[config.mk]
export PLATFORM = sky130hd
export DESIGN_NAME = rr_arbiter_4
export DESIGN_NICKNAME = d
export VERILOG_FILES = /design/src/rtl/rr_arbiter_4.sv
export SDC_FILE = /design/constraint.sdc
export NUM_CORES = 1
export LEC_CHECK = 0
export ABC_CLOCK_PERIOD_IN_PS = 3580
export BUFFER_PORTS_ARGS = -buffer_cell sky130_fd_sc_hd__buf_2
export CAP_MARGIN = 5
export CORE_AREA = 2 2 39 41
export CTS_BUF_LIST = sky130_fd_sc_hd__clkbuf_16
export DETAILED_ROUTE_END_ITERATION = 12
export DIE_AREA = 0 0 41 43
export HOLD_SLACK_MARGIN = 0.12
export PLACE_DENSITY = 0.66
export SLEW_MARGIN = 10
export SYNTH_ARGS = -nofsm -noshare
export SYNTH_HDL_FRONTEND = slang
export SYNTH_SLANG_ARGS = --single-unit
[constraint.sdc]
create_clock -name clk -period 3.58 [get_ports clk]
set_clock_uncertainty 0.1 [all_clocks]
set_input_delay 0.358 -clock clk [delete_from_list [all_inputs] [get_ports clk]]
set_output_delay 0.358 -clock clk [all_outputs]
set_load 0.005 [all_outputs]
[src/rtl/rr_arbiter_4.sv]
// Four-requester round-robin arbiter with grant hold, release handshake and
// hold-time watchdog. Registered grant index, valid flag and timeout pulse.
module rr_arbiter_4 #(
  parameter int HOLD_W   = 4,
  parameter int HOLD_MAX = 15
) (
  input  logic       clk,
  input  logic       rst,
  input  logic [3:0] req,
  input  logic       done,
  output logic [1:0] gnt_idx,
  output logic       gnt_valid,
  output logic       timeout
);

  typedef enum logic {
    IDLE,
    GRANT
  } state_t;

  localparam logic [HOLD_W-1:0] HOLD_LIM = HOLD_W'(HOLD_MAX);
  localparam bit                WD_EN    = (HOLD_MAX != 0);

  state_t            state;
  logic [1:0]        ptr;
  logic [HOLD_W-1:0] hold_cnt;
  logic [1:0]        pick;
  logic [1:0]        cand;
  logic              found;

  // Search ptr, ptr+1, ptr+2, ptr+3 with 2-bit wrap; first requester wins.
  always_comb begin
    pick  = ptr;
    cand  = ptr;
    found = 1'b0;
    for (int unsigned i = 0; i < 4; i++) begin
      cand = ptr + 2'(i);
      if (!found && req[cand]) begin
        pick  = cand;
        found = 1'b1;
      end
    end
  end

  always_ff @(posedge clk) begin
    if (rst) begin
      state     <= IDLE;
      ptr       <= '0;
      gnt_idx   <= '0;
      gnt_valid <= 1'b0;
      timeout   <= 1'b0;
      hold_cnt  <= '0;
    end else begin
      timeout <= 1'b0;
      case (state)
        IDLE: begin
          if (found) begin
            gnt_idx   <= pick;
            gnt_valid <= 1'b1;
            hold_cnt  <= HOLD_W'(1);
            state     <= GRANT;
          end
        end
        GRANT: begin
          // done and abandon outrank the watchdog, so a coincident expiry
          // is a normal release without a timeout pulse.
          if (done || !req[gnt_idx]) begin
            state     <= IDLE;
            gnt_valid <= 1'b0;
            ptr       <= gnt_idx + 2'd1;
          end else if (WD_EN && (hold_cnt == HOLD_LIM)) begin
            state     <= IDLE;
            gnt_valid <= 1'b0;
            ptr       <= gnt_idx + 2'd1;
            timeout   <= 1'b1;
          end else if (hold_cnt != '1) begin
            hold_cnt <= hold_cnt + 1'b1;
          end
        end
        default: state <= IDLE;
      endcase
    end
  end

endmodule

==> results.cfg, run 1 <==
[layout]
nFillCells = 131
diodes = 0
drive_above_1_share_pct = 17.2
layout.nets = 96
final_cell_mix = 11 x dfxtp_1, 10 x buf_2, 9 x nand2_1
mostFrequentLayoutCell = dfxtp_1
area_growth_pct = 22.8

[sta]
fmax_mhz = 590
fin_ws_ns = 1.89
post-route-period-util_pct = 47.3
min_period_ns = 1.69
fin_tns_setup_ns = 0
worstMarginPinSlew_ns = 0.411
setup_violations = 0
rsz0062_at_grt = false
drv_slew = 0
relSlewSlack_pct = 72.2
final_hold_viol_count = 0

[global_route]
grt_max_degree = 13
grt_pass1_wl_um = 2390
grt_remaining_overflow = 0
antenna_found_initial = 0
grt_pass1_vias = 550
grtUsageTotal_pct = 20.4

[clocking]
tritoncts = done
cts_resized = 0
numCtsBuffers = 3
clock_latency_ns = 0.24
cts.sinks = 11
cts.clk_slew.worst_paths_ns = 0.04
cts_setup_buffers = 0
cts_hold_buf = 0
clock_path_buffers = 2
root_buffer = clkbuf_16
htree_levels = 1

[placed_design]
pre_cts_ws_ns = 1.83
dp_hpwl_um = 957
io_buffers = 10
place_congestion = 0.798

[synth]
syn_inst = 76
synth-seq-cells = 11
synthesis.nets = 84
ys_types = 31
yosysWarnings = 0
ys_seq_area_share_pct = 36.5
netlist_area_um2 = 603
avgSynthCellArea_um2 = 7.94

[floorplanning]
die_w_um = 41
pin_count = 11
core.rowCount = 14
initial_utilization_pct = 43.6
die_h_um = 43
die_area_um2 = 1760
coreArea_um2 = 1380

[route]
viasPerCell = 6.00
vias = 618
wire_per_inst_um = 13.7
drt_iter0_markers = 30
drc = 0
first_pass_iters = 4
drt_wl_total_um = 1410
ant_nets = 0

[worst_setup_path]
cp-start-kind = flip-flop
crit_chain = or2b_1 > o22a_1 > or3_1 > a211oi_2
path_class = reg2reg
crit_path_max_incr_delay_ns = 0.40
crit_arrival_ns = 1.76
crit_fanout = 6
endpoint_kind = flip-flop
slowest_stage = dfxtp_1
timing.rr.start = gnt_idx[0]$_SDFFE_PP0P_
startpoint = gnt_idx[0]$_SDFFE_PP0P_
cp_data_required_time_ns = 3.64

[outcome]
status = finished clean

[pwr]
vdd_ir_drop_max_mv = 0.266
p_leak_nw = 0.296
p_per_area_nw_per_um2 = 537

[min_path]
min_path_type = in2reg
hold_path_startpoint = rst

[job]
cap_violations = 0
==> critical path: cells and delay by family, from the launching register on <==
family / cells / cell delay [ns]
AND/OR/NAND/NOR: 2 / 0.64
AO/OA/AOI/OAI: 2 / 0.47
flip-flops: 1 / 0.40
==> state kept, by name, summed over array words and instances, names as in the netlist <==
signal,flops
gnt_idx,2
gnt_valid,1
hold_cnt,4
ptr,2
state,1
timeout,1
==> cell type report <==
class                           instances  area [µm²]  share of cell area, %
Sequential cell                        11         220                   29.7
Tap cell                               16        20.0                   2.70
Inverter                                3        11.3                   1.52
Timing Repair Buffer                   10        50.0                   6.76
Multi-Input combinational cell         59         360                   48.6
Clock inverter                          1        3.75                  0.507
Clock buffer                            3        75.1                   10.1
==> cells in the mapped netlist, drive strengths merged <==
cell,count,area share [%]
a21oi,8,6.6
ha,1,2.1
nand2,9,5.6
clkbuf,3,1.9
nand2b,2,2.1
or2b,1,1.2
o311ai,1,1.5
o21ai,4,3.3
dfxtp,11,37
o32ai,1,1.5
a211oi,2,3.3
nor3,2,1.7
o31ai,1,1.2
and3,1,1.0
or3,1,1.0
nand3,6,5.0
o22ai,2,2.1
and4,1,1.5
o211a,1,1.7
xnor2,1,1.5
o22a,1,1.5
inv,3,1.9
or4,1,1.2
nor2,4,2.5
o2111ai,1,1.5
mux2i,3,5.0
nor4,1,1.0
or2,2,2.1
a21o,1,1.2
==> metrics by stage <==
step / hold slack [ns] / utilization (%) / total power [mW] / instances / instance area (µm²)
final: 0.305 / 53.5 / 0.398 / 103 / 741
after global routing: 0.310 / 53.5 / 0.419 / 103 / 741
after CTS: 0.301 / 53.5 / 0.400 / 103 / 741
after detailed placement: 0.386 / 47.8 / 0.194 / 99 / 662
after global placement: 0.383 / 47.8 / 0.194 / 99 / 662
after floorplan: 0.356 / - / 0.178 / 76 / 603
==> kinds of logic (layout without fill, tap and decap cells) <==
family	after synthesis	after routing	synth area share, %
adder cells (fa/ha/maj)	1	1	2.07
AO/OA/AOI/OAI	23	23	25.3
flip-flops	11	11	36.5
buffers and inverters	6	17	3.73
multiplexers	3	3	4.98
AND/OR/NAND/NOR	31	31	25.9
XOR/XNOR	1	1	1.45
==> report_power, final <==
group          switching, mW  total (mW)  internal, mW
registers             0.0111       0.143         0.132
logic                 0.0284      0.0509        0.0224
clock network         0.0574       0.204         0.147
total                 0.0970       0.398         0.301
==> final timing paths <==
kind	to	slack [ns]	cells after the start
worst max-delay path	hold_cnt[3]$_SDFFE_PP0P_	1.89	4
worst min-delay path	gnt_idx[0]$_SDFFE_PP0P_	0.30	2
worst max register to register	hold_cnt[3]$_SDFFE_PP0P_	1.89	4
worst min register to register	ptr[0]$_SDFFE_PP0P_	0.40	2
==> routing by layer <==
| metal | GRT usage [%] | share of wire (%) | vias up |
|---|---|---|---|
| li1 | - | - | 305 |
| met2 | 30.3 | 46 | 34 |
| met4 | 12.0 | 2.5 | 0 |
| met3 | 6.28 | 9.0 | 5 |
| met5 | 0 | 0 | - |
| met1 | 24.4 | 42 | 274 |
Note: power is estimated with default switching activity, not from simulation.
==> run 2: changes to the inputs <==
Settings changed: ABC_CLOCK_PERIOD_IN_PS 3580 to 1400, CORE_AREA 2 2 39 41 to unset, CORE_UTILIZATION set to 46, DIE_AREA 0 0 41 43 to unset, PLACE_DENSITY 0.66 to 0.7.
Clock period 3.58 ns to 1.4 ns, I/O delays scaled along.
==> results.cfg, run 2 (synthesized netlist as in run 1, its figures left out) <==
[worst_setup_path]
critPathTopFamily = simple AND/OR/NAND/NOR gates
endpoint_kind = flip-flop
slowest_stage = dfxtp_2
cp_data_required_time_ns = 1.46
crit_arrival_ns = 1.61
crit_buf_inv = 0
path_class = reg2reg
crit_fanout = 4
cp-start-kind = flip-flop
crit_path_max_incr_delay_ns = 0.34
crit_chain = or2b_1 > o22a_1 > or3_1 > a211oi_2

[floorplanning]
coreArea_um2 = 1160
pin_count = 11
die_w_um = 38.2
die_area_um2 = 1460
core.rowCount = 12
die_h_um = 38.2
initial_utilization_pct = 52.2

[job]
cap_violations = 0

[clocking]
root_buffer = clkbuf_16
numCtsBuffers = 3
clock_latency_ns = 0.24
cts.clk_slew.worst_paths_ns = 0.04
clock_path_buffers = 2
htree_levels = 1
tritoncts = done
cts.sinks = 11

[layout]
nFillCells = 93
area_growth_pct = 41.9
final_cell_mix = 11 x buf_4, 10 x buf_2, 9 x nand2_1, 9 x dfxtp_1, 8 x a21oi_1
layout.nets = 108
drive_above_1_share_pct = 32.3
post-route-util_pct = 74.0
largest_register_ffs = 4
seqCellArea_um2 = 223
diodes = 0
regMostFlops = hold_cnt
multi_input_area_um2 = 383
mostFrequentLayoutCell = buf_4
largestRegisters = hold_cnt (4), gnt_idx (2), ptr (2)

[min_path]
min_path_type = in2reg

[pwr]
p_per_area_nw_per_um2 = 1230
pwr-share-comb_pct = 17.9
power_frac_seq_pct = 33.6
power.internal_mw = 0.801
vdd_ir_drop_max_mv = 1.19
p_sw_share_pct = 23.8
clkPwrFrac_pct = 48.5
p_leak_nw = 0.361
p_sw_mw = 0.251

[outcome]
violations = setup timing
status = complete, but fails checks

[sta]
drv_slew = 0
worstMarginPinSlew_ns = 0.298
fmax_mhz = 645
post-route-period-util_pct = 111
relSlewSlack_pct = 79.9
final_hold_viol_count = 0
rsz0062_at_grt = true
setup_violations = 8
min_period_ns = 1.55
fin_ws_ns = -0.151

[route]
drt_wl_total_um = 1560
ant_nets = 0
wire_per_inst_um = 13.8
drc = 0
viasPerCell = 5.81
vias = 656
first_pass_iters = 4
drt_iter0_markers = 23

[global_route]
antenna_found_initial = 0
grt_pass1_vias = 556
grt_pass1_wl_um = 2530
grt_max_degree = 10
grt_remaining_overflow = 0
grtUsageTotal_pct = 25.9

[placed_design]
pre_cts_ws_ns = -0.114
io_buffers = 10
dp_hpwl_um = 1040
place_congestion = 0.812
[run 2: power by group through the flow]
stage	clock network [mW]	logic [mW]	registers [mW]
floorplan	0	0.0956	0.361
finish	0.511	0.188	0.353
global route	0.529	0.209	0.355
detailed placement	0	0.169	0.358
CTS	0.517	0.179	0.353
global placement	0	0.168	0.357
[run 2: per-layer routing]
layer | GRT usage, % | part of all wire [%] | up-vias
met1 | 33.9 | 50 | 313
met4 | 8.04 | 0.70 | 0
met5 | 0 | 0 | -
met3 | 9.30 | 4.9 | 2
li1 | - | - | 326
met2 | 39.0 | 45 | 15
[run 2: final timing paths]
| check | startpoint | slack [ns] | end | cells after the start |
|---|---|---|---|---|
| worst max-delay path | gnt_idx[0]$_SDFFE_PP0P_ | -0.15 | hold_cnt[3]$_SDFFE_PP0P_ | 4 |
| worst min-delay path | done | 0.20 | ptr[0]$_SDFFE_PP0P_ | 4 |
| worst max register to register | gnt_idx[0]$_SDFFE_PP0P_ | -0.15 | hold_cnt[3]$_SDFFE_PP0P_ | 4 |
| worst min register to register | ptr[0]$_SDFFE_PP0P_ | 0.39 | ptr[0]$_SDFFE_PP0P_ | 2 |
[run 2: layout make-up]
class,count,area share (%)
flip-flops and latches,11,26.0
clock buffers,3,8.77
multi-input cells,59,44.7
well taps,14,2.05
inverters,3,1.32
repair buffers,22,16.7
clock inverters,1,0.439
[run 2: stage by stage]
step / hold slack, ns / setup TNS, ns / power, mW / area (µm²) / std cells
floorplan: 0.296 / -0.135 / 0.457 / 607 / 76
global placement: 0.330 / -0.252 / 0.525 / 738 / 107
detailed placement: 0.325 / -0.288 / 0.527 / 738 / 107
CTS: 0.189 / -0.324 / 1.05 / 841 / 113
global route: 0.222 / -1.08 / 1.09 / 856 / 113
finish: 0.195 / -0.417 / 1.05 / 856 / 113
[run 2: worst reg2reg max path, delay by kind of cell (launching register included)]
family,cells,cell delay (ns)
AO/OA/AOI/OAI,2,0.43
AND/OR/NAND/NOR,2,0.60
flip-flops,1,0.34
[run 2: repair_timing]
item | 4_1_cts | 5_1_grt
endpoints found under the setup margin | 6 | 10
gates resized for setup | 3 | 3
hold endpoints to repair | 5 | 0
setup buffers | 1 | 0
pin swaps | 2 | 1
hold buffers | 1 | 0
cloned | 0 | 0
